File: src/rtl/sha256_pkg.sv
// Shared SHA-256 constants: block geometry, pad byte and padder state encoding.
// Used by the message padder, message schedule and round engine.
package sha256_pkg;

  localparam int         BLOCK_BYTES = 64;
  localparam int         LEN_OFFSET  = 56;
  localparam logic [7:0] PAD_BYTE    = 8'h80;

  localparam logic [1:0] ST_FILL = 2'd0;
  localparam logic [1:0] ST_PAD  = 2'd1;
  localparam logic [1:0] ST_LEN  = 2'd2;
  localparam logic [1:0] ST_EMIT = 2'd3;

  // Byte k (0 = most significant) of the 64-bit big-endian length field.
  function automatic logic [7:0] len_byte(input logic [63:0] len, input logic [2:0] k);
    return len[8*(7-k) +: 8];
  endfunction

endpackage

File: src/rtl/sha256_msg_padder.sv
// Packs a byte stream into padded 512-bit SHA-256 blocks and hands them
// downstream over valid/ready; block_last flags the final block of a message.
module sha256_msg_padder
  import sha256_pkg::*;
#(
  parameter int LEN_W = 64
) (
  input  logic         clk,
  input  logic         rst,
  input  logic [7:0]   in_data,
  input  logic         in_valid,
  input  logic         in_last,
  output logic         in_ready,
  output logic [511:0] block,
  output logic         block_valid,
  input  logic         block_ready,
  output logic         block_last
);

  logic [1:0]       state_q, state_d;
  logic [6:0]       idx_q, idx_d;
  logic [LEN_W-1:0] bitlen_q, bitlen_d;
  logic             msg_done_q, msg_done_d;
  logic             pad_done_q, pad_done_d;
  logic             last_q, last_d;
  logic [7:0]       buf_q [BLOCK_BYTES];
  logic [7:0]       buf_d [BLOCK_BYTES];
  logic [63:0]      len64;
  logic [6:0]       idx_inc;

  assign len64   = 64'(bitlen_q);
  assign idx_inc = idx_q + 7'd1;

  always_comb begin
    state_d    = state_q;
    idx_d      = idx_q;
    bitlen_d   = bitlen_q;
    msg_done_d = msg_done_q;
    pad_done_d = pad_done_q;
    last_d     = last_q;
    buf_d      = buf_q;
    case (state_q)
      ST_FILL: begin
        if (in_valid) begin
          buf_d[idx_q[5:0]] = in_data;
          idx_d             = idx_inc;
          bitlen_d          = bitlen_q + LEN_W'(8);
          msg_done_d        = msg_done_q | in_last;
          if (idx_inc == 7'(BLOCK_BYTES)) begin
            state_d = ST_EMIT;
            last_d  = 1'b0;
          end else if (in_last) begin
            state_d = ST_PAD;
          end
        end
      end
      ST_PAD: begin
        buf_d[idx_q[5:0]] = PAD_BYTE;
        idx_d             = idx_inc;
        pad_done_d        = 1'b1;
        state_d           = ST_EMIT;
        // Length fits after the pad byte only if the pad landed at or before byte 55.
        if (idx_inc <= 7'(LEN_OFFSET)) begin
          for (int k = 0; k < 8; k++) begin
            buf_d[6'(LEN_OFFSET + k)] = len_byte(len64, 3'(k));
          end
          last_d = 1'b1;
        end else begin
          last_d = 1'b0;
        end
      end
      ST_LEN: begin
        for (int i = 0; i < BLOCK_BYTES; i++) begin
          buf_d[6'(i)] = 8'h00;
        end
        for (int k = 0; k < 8; k++) begin
          buf_d[6'(LEN_OFFSET + k)] = len_byte(len64, 3'(k));
        end
        last_d  = 1'b1;
        state_d = ST_EMIT;
      end
      ST_EMIT: begin
        if (block_ready) begin
          // Clearing here is what provides the zero fill for the next block.
          for (int i = 0; i < BLOCK_BYTES; i++) begin
            buf_d[6'(i)] = 8'h00;
          end
          idx_d  = 7'd0;
          last_d = 1'b0;
          if (!msg_done_q) begin
            state_d = ST_FILL;
          end else if (!pad_done_q) begin
            state_d = ST_PAD;
          end else if (!last_q) begin
            state_d = ST_LEN;
          end else begin
            state_d    = ST_FILL;
            bitlen_d   = '0;
            msg_done_d = 1'b0;
            pad_done_d = 1'b0;
          end
        end
      end
      default: state_d = ST_FILL;
    endcase
  end

  always_ff @(posedge clk) begin
    if (rst) begin
      state_q    <= ST_FILL;
      idx_q      <= '0;
      bitlen_q   <= '0;
      msg_done_q <= 1'b0;
      pad_done_q <= 1'b0;
      last_q     <= 1'b0;
      for (int i = 0; i < BLOCK_BYTES; i++) begin
        buf_q[i] <= 8'h00;
      end
    end else begin
      state_q    <= state_d;
      idx_q      <= idx_d;
      bitlen_q   <= bitlen_d;
      msg_done_q <= msg_done_d;
      pad_done_q <= pad_done_d;
      last_q     <= last_d;
      buf_q      <= buf_d;
    end
  end

  // Outputs are forced quiet during the reset cycle itself.
  assign in_ready    = !rst && (state_q == ST_FILL);
  assign block_valid = !rst && (state_q == ST_EMIT);
  assign block_last  = !rst && last_q;

  for (genvar g = 0; g < BLOCK_BYTES; g++) begin : g_block
    assign block[511-8*g -: 8] = rst ? 8'h00 : buf_q[g];
  end

endmodule
File: config.mk
export PLATFORM = sky130hd
export DESIGN_NAME = sha256_msg_padder
export DESIGN_NICKNAME = d
export VERILOG_FILES = /design/src/rtl/sha256_pkg.sv /design/src/rtl/sha256_msg_padder.sv
export SDC_FILE = /design/constraint.sdc
export NUM_CORES = 1
export LEC_CHECK = 0
export CAP_MARGIN = 10
export CELL_PAD_IN_SITES_DETAIL_PLACEMENT = 0
export CELL_PAD_IN_SITES_GLOBAL_PLACEMENT = 2
export CORE_MARGIN = 2
export CORE_UTILIZATION = 35
export CTS_BUF_LIST = sky130_fd_sc_hd__clkbuf_4 sky130_fd_sc_hd__clkbuf_8 sky130_fd_sc_hd__clkbuf_16
export DETAILED_ROUTE_END_ITERATION = 16
export DONT_BUFFER_PORTS = 1
export PLACE_DENSITY_LB_ADDON = 0.08
export SLEW_MARGIN = 30
export SYNTH_ARGS = -nofsm -noshare
export SYNTH_HDL_FRONTEND = slang
export SYNTH_SLANG_ARGS = --single-unit
File: constraint.sdc
create_clock -name clk -period 3.04 [get_ports clk]
set_input_delay 0.608 -clock clk [delete_from_list [all_inputs] [get_ports clk]]
set_output_delay 0.608 -clock clk [all_outputs]
set_load 0.01 [all_outputs]
## Yosys cells after proc, flatten, opt, wreduce, memory -nomap -nowiden

Index checks and enable logic that the tools add are counted.

| cells by class | value |
|---|---|
| equal/unequal tests | 9 |
| reduce and logical (&&, ||, !) cells | 18 |
| bitwise logic cells | 5 |
| magnitude comparators | 3 |
| multiplexer cells | 97 |
| $add $sub $neg | 1 |

Operators by type and width:

| operator | number |
|---|---|
| $pmux 256 s4 | 1 |
| $mux 8 | 65 |
| $bwmux 512 | 1 |
| $mux 512 | 1 |
| $pmux 256 s2 | 1 |
| $and 448x448->448 | 1 |
| $not 448->448 | 1 |
| $mux 256 | 1 |
| $or 64x64->64 | 1 |
| $demux 8 s6 | 1 |
| $pmux 7 s3 | 1 |
| $reduce_and 3->1 | 5 |
| $mux 2 | 7 |
| $mux 7 | 2 |
| $mux 1 | 12 |
| $ne 2x2->1 const B | 4 |
| $add 7x1->7 const B | 1 |
| $eq 7x7->1 const B | 1 |
| $ge 7x7->1 const B | 1 |
| $le 7x6->1 const B | 1 |
| $lt 7x1->1 const B | 1 |
| $not 6->7 | 1 |
| $pmux 2 s3 | 1 |
| $reduce_bool 2->1 | 3 |
| other kinds (12) | 18 |

| storage, ports and cells | value |
|---|---|
| logic and storage cells | 202 |
| register bits after elaboration | 524 |

## Logic depth before layout (Yosys ltp)

| logic depth | value |
|---|---|
| word-level depth | 8 |
| gate-level depth with buffers | 11 |
| mapped depth without buffers | 8 |

## Worst setup path after synthesis

No wires, ideal clock.

| timing path | value |
|---|---|
| path type | input-to-output |
| start | in rst |
| end | out block[416] |
| arrival | 1.808 ns |
| setup slack | 0.624 ns |
| cell stages on the path | 5 |
| cell sequence | clkbuf_1 -> buf_1 -> clkbuf_1 -> clkbuf_1 -> nor2_1 |

| between the ends | value |
|---|---|
| longest elaborated chain between the ends | 1 |

RTL lines:

| item | line | source |
|---|---|---|
| start: declaration | sha256_msg_padder.sv:9 | `input logic rst,` |
| $mux 8 | sha256_msg_padder.sv:136 | `assign block[511-8*g -: 8] = rst ? 8'h00 : buf_q[g];` |
| end: declaration | sha256_msg_padder.sv:14 | `output logic [511:0] block,` |

Every way passes these cells.

## Final worst setup path

| timing path | value |
|---|---|
| start | in rst |
| end | out block[238] |

Same word-level chain as after synthesis.

==> out/metrics.cfg <==
[clocking]
path_clk_slew_ps=60
htreeDepth=2
post_cts_resized=0
cts_sinks=524
cts_root_buffer=clkbuf_16
cts_buffers=59
clk_path_buf_depth=3
cts_hold_buf=0
cts_tree=built
post_cts_buffers=0
clock_latency_ps=630

[synthesis]
synthFlopType=dfxtp_1
syn_inst=2791
netlist_area_mm2=0.0228
yosysWarnings=0
synth.distinct_cells=58
synth_edf_count=0
ys_ff_latch=524
synth_top_area_share_pct=46.0
synth_nets=2811
synth_area_per_cell_um2=8.17
synthArstFlopShare_pct=0
yosysSeqAreaShare_pct=46.0
synthTopCellsByArea=dfxtp_1, nor2b_1, nor2_1
yosysTopAreaCell=dfxtp_1

[drt]
first_pass_iters=5
vias=18403
antenna_left=0
drt_iter0_drc=1127
avgRoutedWirePerCell_um=22.8
drc=0
finalWirelength_mm=82.6
via_per_inst=5.09

[min_path]
min_path_type=input port to flip-flop

[cells_and_area]
diodes=0
fin_area_mm2=0.0259
fin_nets=2734
fill_cells=6651
drive_gt1_share_pct=9.78
syn2layout_area_growth_pct=13.5

[floorplan]
start_util_pct=35.4
fp.dieH_um=259
fp-row-count=93
dieArea_mm2=0.0672
design.core.area_mm2=0.0645
die_w_um=259
top_level_ports=528

[power]
p_leak_nw=8.84
p_per_area_mw_per_mm2=717
irDropWorstVdd_uv=466

[setup_path]
arrival_ps=2170
cp-start-kind=input port
startpoint=rst
r2r_cells=7
cp_data_required_time_ps=2430
critPathMostFrequentCell=buf_16
crit_cells=4
worst_r2r_startpoint=idx_q[1]$_SDFFE_PP0P_
reg2reg_slack_ps=420
critPathTopFamily=buffers and inverters
path_cells=buf_16, buf_16, buf_16, nor2b_1
reg2reg_to=state_q[0]$_SDFFE_PP0P_
crit_type=input port to output port
path_max_fanout=114
endpoint=block[238]
crit_buf_inv=3
max_stage_delay_ps=440
setup.worst_path.end_class=output port
slowest_stage=buf_16

[global_route]
grt_usage_pct=22.9
top_usage_layer=met2
grt_max_degree=873
grtUsageMet1_pct=28.7
met3_usage_pct=6.58
grt-ovfl-total=0
first_global_vias=16855
grt_pass1_wl_mm=117
antenna_found_initial=1
grt_use_met2_pct=37.5

[timing]
slew_violations=0
clock_skew_ps=29.4
relSlewSlack_pct=44.1
fmax_mhz=360
finalCritPeriodShare_pct=91.3
tightest_slew_ps=836
finalCriticalPeriod_ps=2770
hold_viol_final=0
rsz0062_at_grt=false
finalSetupViolations=0
setup_tns_ps=0

[placed_design]
dp_hpwl_mm=54.4
gp_congestion=0.855
place_area_mm2=0.0237
portBuffers=0

[status]
status=finished clean

[run]
maxCapViolCount=0

[cell usage in the layout, fill, tap and decap left out, types with 4 or more instances in the layout]
cell / instances
and2_1: 6
dfxtp_1: 524
nor2_1: 427
clkbuf_16: 62
nand3b_1: 4
clkbuf_4: 12
nor4_2: 5
nand2_1: 243
clkinv_2: 13
nor2b_4: 7
nor2b_1: 510
or2_2: 8
nor2_4: 16
nand2b_1: 8
nor3b_1: 4
a311oi_1: 4
and3_1: 4
a22oi_1: 24
inv_1: 16
a211oi_1: 28
nor2_2: 13
o211ai_1: 5
mux2i_1: 149
ha_1: 7
a31oi_1: 41
clkbuf_8: 18
nand3_1: 104
buf_4: 88
nor3_1: 12
nand2_2: 4
o32ai_1: 12
o21bai_1: 7
xnor2_1: 5
a21oi_1: 157
o21ai_0: 165
a221oi_1: 7
buf_16: 4
[worst reg2reg max path, stage by stage (launching register included)]
cell and delay, ps:
dfxtp_1 590, ha_1 400, nand3_1 130, xnor2_1 190, nor4_2 300, a31oi_2 220, a2111oi_0 520, a311oi_1 100
[logic make-up after synthesis]
group | Yosys count | synth area share (%)
mux | 149 | 6.54
flops | 524 | 46.0
simple gates | 1390 | 30.8
buf+inv | 252 | 4.44
xor+xnor | 6 | 0.230
fa+ha+maj | 7 | 0.384
compound gates | 463 | 11.6
[cells in the mapped netlist, types with 4 or more instances]
| cell | count |
|---|---|
| nand3_1 | 104 |
| dfxtp_1 | 524 |
| o21ai_0 | 165 |
| a221oi_1 | 7 |
| a22oi_1 | 24 |
| or2_2 | 8 |
| nand2b_1 | 8 |
| a21oi_1 | 157 |
| o211ai_1 | 5 |
| nor2_2 | 12 |
| clkbuf_1 | 189 |
| a211oi_1 | 28 |
| buf_2 | 23 |
| nand3b_1 | 4 |
| buf_1 | 15 |
| a31oi_1 | 41 |
| nor3b_1 | 4 |
| nor2b_1 | 517 |
| nor2_4 | 14 |
| and2_1 | 6 |
| xnor2_1 | 5 |
| nor3_1 | 12 |
| ha_1 | 7 |
| mux2i_1 | 149 |
| buf_4 | 6 |
| o32ai_1 | 12 |
| nand2_2 | 4 |
| nor2_1 | 430 |
| o21bai_1 | 7 |
| nand2_1 | 243 |
| and3_1 | 4 |
| inv_1 | 16 |
| a311oi_1 | 4 |
| nor4_2 | 5 |
[metal layers]
layer	vias up	wire length, um
met4	2	2660
met1	8755	35300
li1	9019	-
met2	511	38600
met3	116	5960
met5	-	11
[worst min-delay path by stage]
| stage | from | end | cells after the start |
|---|---|---|---|
| floorplan | buf_q[128]$_SDFFE_PP0P_ | buf_q[128]$_SDFFE_PP0P_ | 2 |
| global placement | buf_q[242]$_SDFFE_PP0P_ | buf_q[242]$_SDFFE_PP0P_ | 2 |
| detailed placement | buf_q[250]$_SDFFE_PP0P_ | buf_q[250]$_SDFFE_PP0P_ | 2 |
| CTS | rst | buf_q[507]$_SDFFE_PP0P_ | 1 |
| global route | rst | buf_q[427]$_SDFFE_PP0P_ | 1 |
| finish | rst | buf_q[452]$_SDFFE_PP0P_ | 1 |
[metrics by stage]
stage                     util, %  hold slack (ps)  cells  total power, mW  setup WS, ps
after floorplan                 -              432   2791             9.70           624
after global placement       36.8              440   3501             11.2           587
after detailed placement     36.8              445   3501             11.2           519
after CTS                    39.9              113   3609             18.6           489
after global routing         40.2             51.9   3616             19.3           165
final                        40.2              105   3616             18.6           266
[final cells by class]
cell class | count | area (um2) | area share [%]
Clock buffer | 89 | 1810 | 7.01
Tap cell | 855 | 1070 | 4.13
Clock inverter | 19 | 180 | 0.696
Multi-Input combinational cell | 2015 | 11400 | 44.0
Inverter | 17 | 63.8 | 0.246
Sequential cell | 524 | 10500 | 40.5
Timing Repair Buffer | 97 | 886 | 3.42
[power breakdown]
part | leakage [nW] | switching (mW) | internal [mW]
clock network | 1.01 | 3.00 | 4.35
registers | 4.22 | 0.104 | 7.02
logic | 3.61 | 3.19 | 0.916
[state kept, by name (all words and copies together), names as in the netlist]
| register | cells |
|---|---|
| buf_q | 512 |
| idx_q | 7 |
| last_q | 1 |
| msg_done_q | 1 |
| pad_done_q | 1 |
| state_q | 2 |
Note: power is estimated with default switching activity, not from simulation.
